$ cat src/rtl/conv_pkg.sv
// Shared types and output-geometry helpers for the sliding-window front end.
// Latency: n/a (types and functions only).
// Backpressure: n/a.
package conv_pkg;

    // Pixel width used when no override is given; RTL modules carry their own DATA_W.
    localparam int DEF_DATA_W = 8;

    typedef logic signed [DEF_DATA_W-1:0] pix_t;

    typedef enum logic {
        IDLE   = 1'b0,
        ACTIVE = 1'b1
    } state_t;

    // Number of window positions along one axis for a valid (unpadded) convolution.
    function automatic int out_dim(input int img, input int k, input int stride);
        return (img - k) / stride + 1;
    endfunction

    // Geometry of the default 28x28, 3x3, stride-1 configuration.
    localparam int DEF_OUT_W = out_dim(28, 3, 1);
    localparam int DEF_OUT_H = out_dim(28, 3, 1);

endpackage

$ cat src/rtl/conv_line_buf.sv
// Single-lane line buffer: shift FIFO of DEPTH entries, advancing only on ena.
// Latency: dout is the sample written DEPTH enabled cycles earlier.
// Backpressure: none; ena stalls the whole lane.
// Ports: clk; ena (shift enable); din (sample in); dout (oldest sample).
module conv_line_buf #(
    parameter int DATA_W = 8,
    parameter int DEPTH  = 28
) (
    input  logic                     clk,
    input  logic                     ena,
    input  logic signed [DATA_W-1:0] din,
    output logic signed [DATA_W-1:0] dout
);

    // Contents are never observed before a full line has been shifted in,
    // so the storage needs no reset.
    logic signed [DATA_W-1:0] mem [DEPTH];

    always_ff @(posedge clk) begin
        if (ena) begin
            mem[0] <= din;
            for (int i = 1; i < DEPTH; i++) begin
                mem[i] <= mem[i-1];
            end
        end
    end

    assign dout = mem[DEPTH-1];

endmodule

$ cat src/rtl/conv_window_gen.sv
// Streaming KxK sliding-window generator with K-1 line buffers and configurable stride.
// Latency: one cycle from the accepting input beat to win_valid.
// Backpressure: none; the consumer must take one window per cycle.
// Ports: clk/rst_n; raster input (frame/line/end markers, ena_in, pix_in);
//        window output (win_valid, win_out, regenerated markers); sticky err_line/err_short.
module conv_window_gen
    import conv_pkg::*;
#(
    parameter int DATA_W = 8,
    parameter int IMG_W  = 28,
    parameter int IMG_H  = 28,
    parameter int K      = 3,
    parameter int STRIDE = 1
) (
    input  logic                     clk,
    input  logic                     rst_n,
    input  logic                     frame_start_in,
    input  logic                     line_start_in,
    input  logic                     frame_end_in,
    input  logic                     ena_in,
    input  logic signed [DATA_W-1:0] pix_in,
    output logic                     win_valid,
    output logic [K*K*DATA_W-1:0]    win_out,
    output logic                     frame_start_out,
    output logic                     line_start_out,
    output logic                     frame_end_out,
    output logic                     err_line,
    output logic                     err_short
);

    localparam int OUT_W    = out_dim(IMG_W, K, STRIDE);
    localparam int OUT_H    = out_dim(IMG_H, K, STRIDE);
    // Input coordinates of the final window's bottom-right pixel.
    localparam int LAST_COL = (K - 1) + (OUT_W - 1) * STRIDE;
    localparam int LAST_ROW = (K - 1) + (OUT_H - 1) * STRIDE;
    localparam int NPIX     = IMG_W * IMG_H;
    localparam int COL_W    = $clog2(IMG_W + 1);
    localparam int ROW_W    = $clog2(IMG_H + 1);
    localparam int CNT_W    = $clog2(NPIX + 1);

    if (IMG_W < K) begin : g_bad_w
        $error("conv_window_gen: IMG_W must be >= K");
    end
    if (IMG_H < K) begin : g_bad_h
        $error("conv_window_gen: IMG_H must be >= K");
    end
    if (STRIDE != 1 && STRIDE != 2) begin : g_bad_stride
        $error("conv_window_gen: STRIDE must be 1 or 2");
    end
    if (K < 2 || K > 7) begin : g_bad_k
        $error("conv_window_gen: K must be in 2..7");
    end

    state_t           state, state_nxt;
    logic [COL_W-1:0] col, pos_col;   // col = pixels stored in current line
    logic [ROW_W-1:0] row, pos_row;   // row saturates at IMG_H on surplus lines
    logic [CNT_W-1:0] cnt, cnt_nxt;   // accepted pixels this frame, saturating
    logic             start, run, accept, line_err, short_err, emit;
    int               ri, ci;

    logic signed [DATA_W-1:0] win_sr  [K][K];
    logic signed [DATA_W-1:0] win_nxt [K][K];
    logic signed [DATA_W-1:0] lb_in   [K-1];
    logic signed [DATA_W-1:0] lb_out  [K-1];
    logic [K*K*DATA_W-1:0]    win_flat;

    // Buffers are chained: lb_out[i] is the pixel i+1 lines above pix_in.
    for (genvar i = 0; i < K - 1; i++) begin : g_lb
        if (i == 0) begin : g_head
            assign lb_in[i] = pix_in;
        end else begin : g_tail
            assign lb_in[i] = lb_out[i-1];
        end
        conv_line_buf #(
            .DATA_W (DATA_W),
            .DEPTH  (IMG_W)
        ) u_lb (
            .clk  (clk),
            .ena  (accept),
            .din  (lb_in[i]),
            .dout (lb_out[i])
        );
    end

    // Beat classification, pixel position and error detection.
    always_comb begin
        start     = ena_in && frame_start_in;
        run       = ena_in && !frame_start_in && (state == ACTIVE);
        accept    = 1'b0;
        pos_col   = col;
        pos_row   = row;
        line_err  = 1'b0;
        if (start) begin
            // Any frame_start beat (re)starts the frame at (0,0).
            accept  = 1'b1;
            pos_col = '0;
            pos_row = '0;
        end else if (run) begin
            if (line_start_in) begin
                accept   = 1'b1;
                pos_col  = '0;
                pos_row  = (row == ROW_W'(IMG_H)) ? row : row + ROW_W'(1);
                line_err = (col != COL_W'(IMG_W));
            end else if (col == COL_W'(IMG_W)) begin
                line_err = 1'b1;   // overlong line: pixel dropped
            end else begin
                accept = 1'b1;
            end
        end

        cnt_nxt = cnt;
        if (start) begin
            cnt_nxt = CNT_W'(1);
        end else if (accept && (cnt != CNT_W'(NPIX))) begin
            cnt_nxt = cnt + CNT_W'(1);
        end
        short_err = (start || run) && frame_end_in && (cnt_nxt != CNT_W'(NPIX));

        state_nxt = state;
        if ((start || run) && frame_end_in) begin
            state_nxt = IDLE;
        end else if (start) begin
            state_nxt = ACTIVE;
        end

        ri   = int'(pos_row);
        ci   = int'(pos_col);
        emit = accept
            && (ri >= K - 1) && (ri < IMG_H)
            && (ci >= K - 1)
            && (((ri - (K - 1)) % STRIDE) == 0)
            && (((ci - (K - 1)) % STRIDE) == 0);
    end

    // Window shifts left one column; the new right column is the vertical
    // slice {oldest line .. newest line, pix_in}.
    always_comb begin
        for (int r = 0; r < K; r++) begin
            for (int c = 0; c < K - 1; c++) begin
                win_nxt[r][c] = win_sr[r][c+1];
            end
        end
        for (int r = 0; r < K - 1; r++) begin
            win_nxt[r][K-1] = lb_out[K-2-r];
        end
        win_nxt[K-1][K-1] = pix_in;

        win_flat = '0;
        for (int r = 0; r < K; r++) begin
            for (int c = 0; c < K; c++) begin
                win_flat[(r*K+c)*DATA_W +: DATA_W] = win_nxt[r][c];
            end
        end
    end

    always_ff @(posedge clk) begin
        if (accept) begin
            win_sr <= win_nxt;
        end
    end

    always_ff @(posedge clk or negedge rst_n) begin
        if (!rst_n) begin
            state           <= IDLE;
            col             <= '0;
            row             <= '0;
            cnt             <= '0;
            win_valid       <= 1'b0;
            win_out         <= '0;
            frame_start_out <= 1'b0;
            line_start_out  <= 1'b0;
            frame_end_out   <= 1'b0;
            err_line        <= 1'b0;
            err_short       <= 1'b0;
        end else begin
            state <= state_nxt;
            cnt   <= cnt_nxt;
            if (accept) begin
                row <= pos_row;
                col <= pos_col + COL_W'(1);
            end
            win_valid       <= emit;
            frame_start_out <= emit && (ri == K - 1) && (ci == K - 1);
            line_start_out  <= emit && (ci == K - 1);
            frame_end_out   <= emit && (ri == LAST_ROW) && (ci == LAST_COL);
            if (emit) begin
                win_out <= win_flat;
            end
            if (line_err) begin
                err_line <= 1'b1;
            end
            if (short_err) begin
                err_short <= 1'b1;
            end
        end
    end

endmodule

$ cat config.mk
export PLATFORM = sky130hd
export DESIGN_NAME = conv_window_gen
export DESIGN_NICKNAME = d
export VERILOG_FILES = /design/src/rtl/conv_pkg.sv /design/src/rtl/conv_line_buf.sv /design/src/rtl/conv_window_gen.sv
export SDC_FILE = /design/constraint.sdc
export NUM_CORES = 1
export LEC_CHECK = 0
export BUFFER_PORTS_ARGS = -buffer_cell sky130_fd_sc_hd__clkbuf_2
export CAP_MARGIN = 0
export CORE_MARGIN = 1
export CORE_UTILIZATION = 40
export DETAILED_ROUTE_END_ITERATION = 12
export HOLD_SLACK_MARGIN = 0.12
export SLEW_MARGIN = 20
export SYNTH_ARGS = -nofsm -noshare
export SYNTH_HDL_FRONTEND = slang
export SYNTH_HIERARCHICAL = 1
export SYNTH_SLANG_ARGS = --single-unit
$ cat constraint.sdc
create_clock -name clk -period 10.6 [get_ports clk]
set_clock_uncertainty 0.1 [all_clocks]
set_input_delay 2.12 -clock clk [delete_from_list [all_inputs] [get_ports clk]]
set_output_delay 2.12 -clock clk [all_outputs]
set_load 0.05 [all_outputs]
==> summary.txt <==
Outcome
  – Outcome: complete, no violations

Drt
  – Drt first-iter violations: 693
  – Routed Antenna Nets: 0
  – DR vias: 7797
  – Routed wire length: 26430 um
  – Wire per inst: 15.47 um
  – Drt pass-1 iters: 5
  – Vias per cell: 4.565
  – Drt drc: 0

Timing
  – Total negative setup slack: 0 ps
  – Final Max Slew Viols: 0
  – Final Setup Violations: 0
  – Highest Clock Rate: 199.5 MHz
  – Slew @ Worst Pin: 1125 ps
  – Period minus WS final: 5012 ps
  – Setup WS post-layout: 5588 ps
  – RSZ-0062 raised after global routing: false
  – Crit share post-route: 47.29%
  – Hold Fails Final Rpt: 0
  – Max_slew headroom: 24.97%

Synth
  – Synth Area per Inst: 22.71 um2
  – Register area share after synthesis: 87.61%
  – Net count after synthesis: 894
  – Post-Synthesis Cell Area: 0.01983 mm2
  – Distinct cells, synth: 54
  – Post-synthesis cell count: 873
  – Post-synth EDFFs: 496
  – Fraction of registers with async set/reset: 16.64%
  – Number of synthesized register bits: 595
  – Synth Flop Type: edfxtp_1
  – Yosys warns: 6

Finish
  – Multi-input gate area: 0.002093 mm2
  – Reg area: 0.01737 mm2
  – Finished Layout Cells: 1708
  – Layout cell share with drive strength beyond 1: 25.48%
  – Ant diodes: 0
  – FILL cells: 4049
  – NumNets Final: 1016
  – P&R area growth vs syn: 14.55%

Setup path
  – Critical Path RT: 10970 ps
  – CP Data Arrival Time: 5380 ps
  – CP max FO: 46
  – Crit path launch type: input port
  – Critical-path top delay cell: buf_4
  – Crit path kind: in2reg
  – CP max stage delay: 780 ps
  – CP Capture Type: register
  – Worst-path cell chain: clkbuf_2 -> nand3b_1 -> o311a_1 -> a31o_1 -> a2111oi_2 -> or4_4 -> buf_4 -> mux2_4

Die
  – Initial core utilization: 40.51%
  – Die width: 224.6 um
  – Die area: 0.05046 mm2
  – Chip Height: 224.6 um
  – Core area: 0.04895 mm2
  – IO Pins: 92
  – # rows: 81

Place
  – DPL Wire Length: 13630 um
  – PortBufs: 91
  – Gp weighted congestion: 0.8304
  – Placed Cells: 1600
  – Worst slack at placement: 4908 ps

Pwr
  – Net switching power: 0.001625 W
  – Clock share of power: 33.6%
  – Internal power: 0.004214 W
  – Switching Fraction: 27.82%
  – Tot Pwr: 0.005839 W
  – Pwr dens: 257.1 mW/mm2
  – Worst vdd ir: 0.1940 mV
  – Combinational power share: 15.5%
  – Reg power frac: 50.9%
  – LEAKAGE: 8.404 nW

CTS
  – Inserted Clock Buffers: 57
  – Root buffer cell: clkbuf_16
  – Clock Sinks: 595
  – Post-CTS Hold Buffers: 0
  – Worst-path clk slew: 60 ps
  – CTS Buffer Depth: 3
  – Post-cts resize count: 0
  – Post-CTS setup buffers: 0
  – Clk_lat worst skew: 600 ps
  – CTS tree: built
  – H-Tree Depth: 2

Job
  – Max-capacitance violation count: 0

Global route
  – Vias in the first global route: 7678
  – Overflow after GRT: 0
  – Pin count of the biggest net entering global routing: 198
  – First-pass GRT wire length: 42840 um
  – Total GRT Usage: 10.74%
  – Initial antenna violation count: 0

Hold path
  – Type of the tightest min-delay check: reg2reg
path summary, 6_finish.rpt:
kind / from / endpoint / slack [ps] / cells past startpoint
min reg2reg: g_lb[0].u_lb/mem[10][5]$_DFFE_PP_ / g_lb[0].u_lb/mem[10][13]$_DFFE_PP_ / 310 / 0
min in group asynchronous: rst_n / row[4]$_DFFE_PN0P_ / 1410 / 1
max in group asynchronous: rst_n / win_out[47]$_DFFE_PN0P_ / 7720 / 2
max: ena_in / win_out[31]$_DFFE_PN0P_ / 5590 / 8
min: g_lb[0].u_lb/mem[10][5]$_DFFE_PP_ / g_lb[0].u_lb/mem[10][13]$_DFFE_PP_ / 310 / 0
max reg2reg: row[0]$_DFFE_PN0P_ / win_out[31]$_DFFE_PN0P_ / 6730 / 9
layer usage:
| layer | track usage, % | routed length (um) |
|---|---|---|
| met4 | 4.191 | 739 |
| met2 | 14.02 | 10860 |
| met1 | 16.77 | 13330 |
| met3 | 2.992 | 1499 |
| met5 | 0 | 0 |
flip-flops by register name (all words and copies together), names as in the netlist, 5 cells and up:
signal,cells
win_out,72
col,5
row,5
win_flat,48
cnt,10
g_lb.u_lb/mem,448
layout make-up:
class | count | share of cell area [%]
clock buffers | 70 | 6.809
clock inverters | 38 | 1.361
inverters | 9 | 0.1818
multi-input cells | 235 | 9.217
flip-flops and latches | 595 | 76.49
well taps | 664 | 3.658
repair buffers | 97 | 2.286
synthesized netlist by cell type (2+ instances only):
| library cell | instances | area, um2 |
|---|---|---|
| buf_6 | 3 | 33.78 |
| a21oi_2 | 2 | 17.52 |
| and3_1 | 3 | 18.77 |
| clkbuf_1 | 5 | 18.77 |
| edfxtp_1 | 496 | 14890 |
| a21oi_1 | 14 | 70.07 |
| or3_1 | 5 | 31.28 |
| nor4_1 | 2 | 12.51 |
| nor3_1 | 9 | 45.04 |
| xor2_1 | 5 | 43.79 |
| and4_1 | 2 | 17.52 |
| and2_1 | 4 | 25.02 |
| nor2_1 | 16 | 60.06 |
| and4_4 | 2 | 22.52 |
| nand3_1 | 8 | 40.04 |
| nand4_1 | 2 | 12.51 |
| inv_1 | 7 | 26.28 |
| nand3b_1 | 2 | 15.01 |
| a21o_1 | 2 | 15.01 |
| buf_12 | 7 | 140.1 |
| ha_1 | 7 | 87.58 |
| o21a_1 | 4 | 30.03 |
| nand2b_1 | 5 | 31.28 |
| and3b_1 | 2 | 17.52 |
| a31oi_1 | 6 | 37.54 |
| nor2b_1 | 2 | 12.51 |
| xnor2_1 | 3 | 26.28 |
| dfrtp_1 | 99 | 2477 |
| a22o_1 | 2 | 17.52 |
| mux2_1 | 3 | 33.78 |
| o21ai_0 | 12 | 60.06 |
| buf_4 | 18 | 135.1 |
| o22ai_1 | 2 | 12.51 |
| inv_2 | 2 | 7.510 |
| mux2_4 | 69 | 1036 |
| nand2_1 | 23 | 86.33 |
cell families after synthesis:
group                    Yosys count  synth area share [%]
AND/OR/NAND/NOR                   93                 2.512
buffers and inverters             43                 1.849
flip-flops                       595                 87.61
multiplexers                      72                 5.395
XOR/XNOR                           8                0.3534
AO/OA/AOI/OAI                     55                 1.836
adder cells (fa/ha/maj)            7                0.4417
layout by cell type, fill, tap and decap left out, types with 3 or more instances in the layout:
master	instances
clkinv_2	12
bufinv_16	3
inv_1	7
buf_4	5
a21oi_1	14
or3_1	5
mux2_4	69
clkbuf_16	58
nand2b_1	5
and3_1	3
o21a_1	4
and2_1	4
nand3_1	8
o21ai_0	11
ha_1	7
clkbuf_8	5
clkinvlp_4	5
dfrtp_1	99
nor2_1	16
mux2_1	3
a31oi_1	6
inv_6	3
nand2_1	23
clkinv_1	11
xor2_1	5
edfxtp_1	496
clkbuf_1	7
nor3_1	9
xnor2_1	3
clkbuf_2	90
critical path: cells and delay by family:
family	cells	cell delay, ps
AND/OR/NAND/NOR	2	750
buffers and inverters	2	1080
AO/OA/AOI/OAI	3	950
multiplexers	1	360
power by group through the flow:
stage / logic (W) / clock network [W] / registers [W]
floorplan: 0.000269 / 0 / 0.00345
global placement: 0.000899 / 0 / 0.00301
detailed placement: 0.000912 / 0 / 0.00301
CTS: 0.000912 / 0.00204 / 0.00298
global route: 0.000952 / 0.00213 / 0.00300
finish: 0.000902 / 0.00196 / 0.00297
per-stage QoR:
stage / hold slack (ps) / area, um2 / utilization, %
final: 309.0 / 22710 / 46.40
after global placement: 300.5 / 20850 / 42.60
after floorplan: 300.3 / 19830 / -
after CTS: 305.7 / 22710 / 46.39
after detailed placement: 304.5 / 20850 / 42.60
after global routing: 307.5 / 22710 / 46.40
Power figures use the tool's default switching activity.
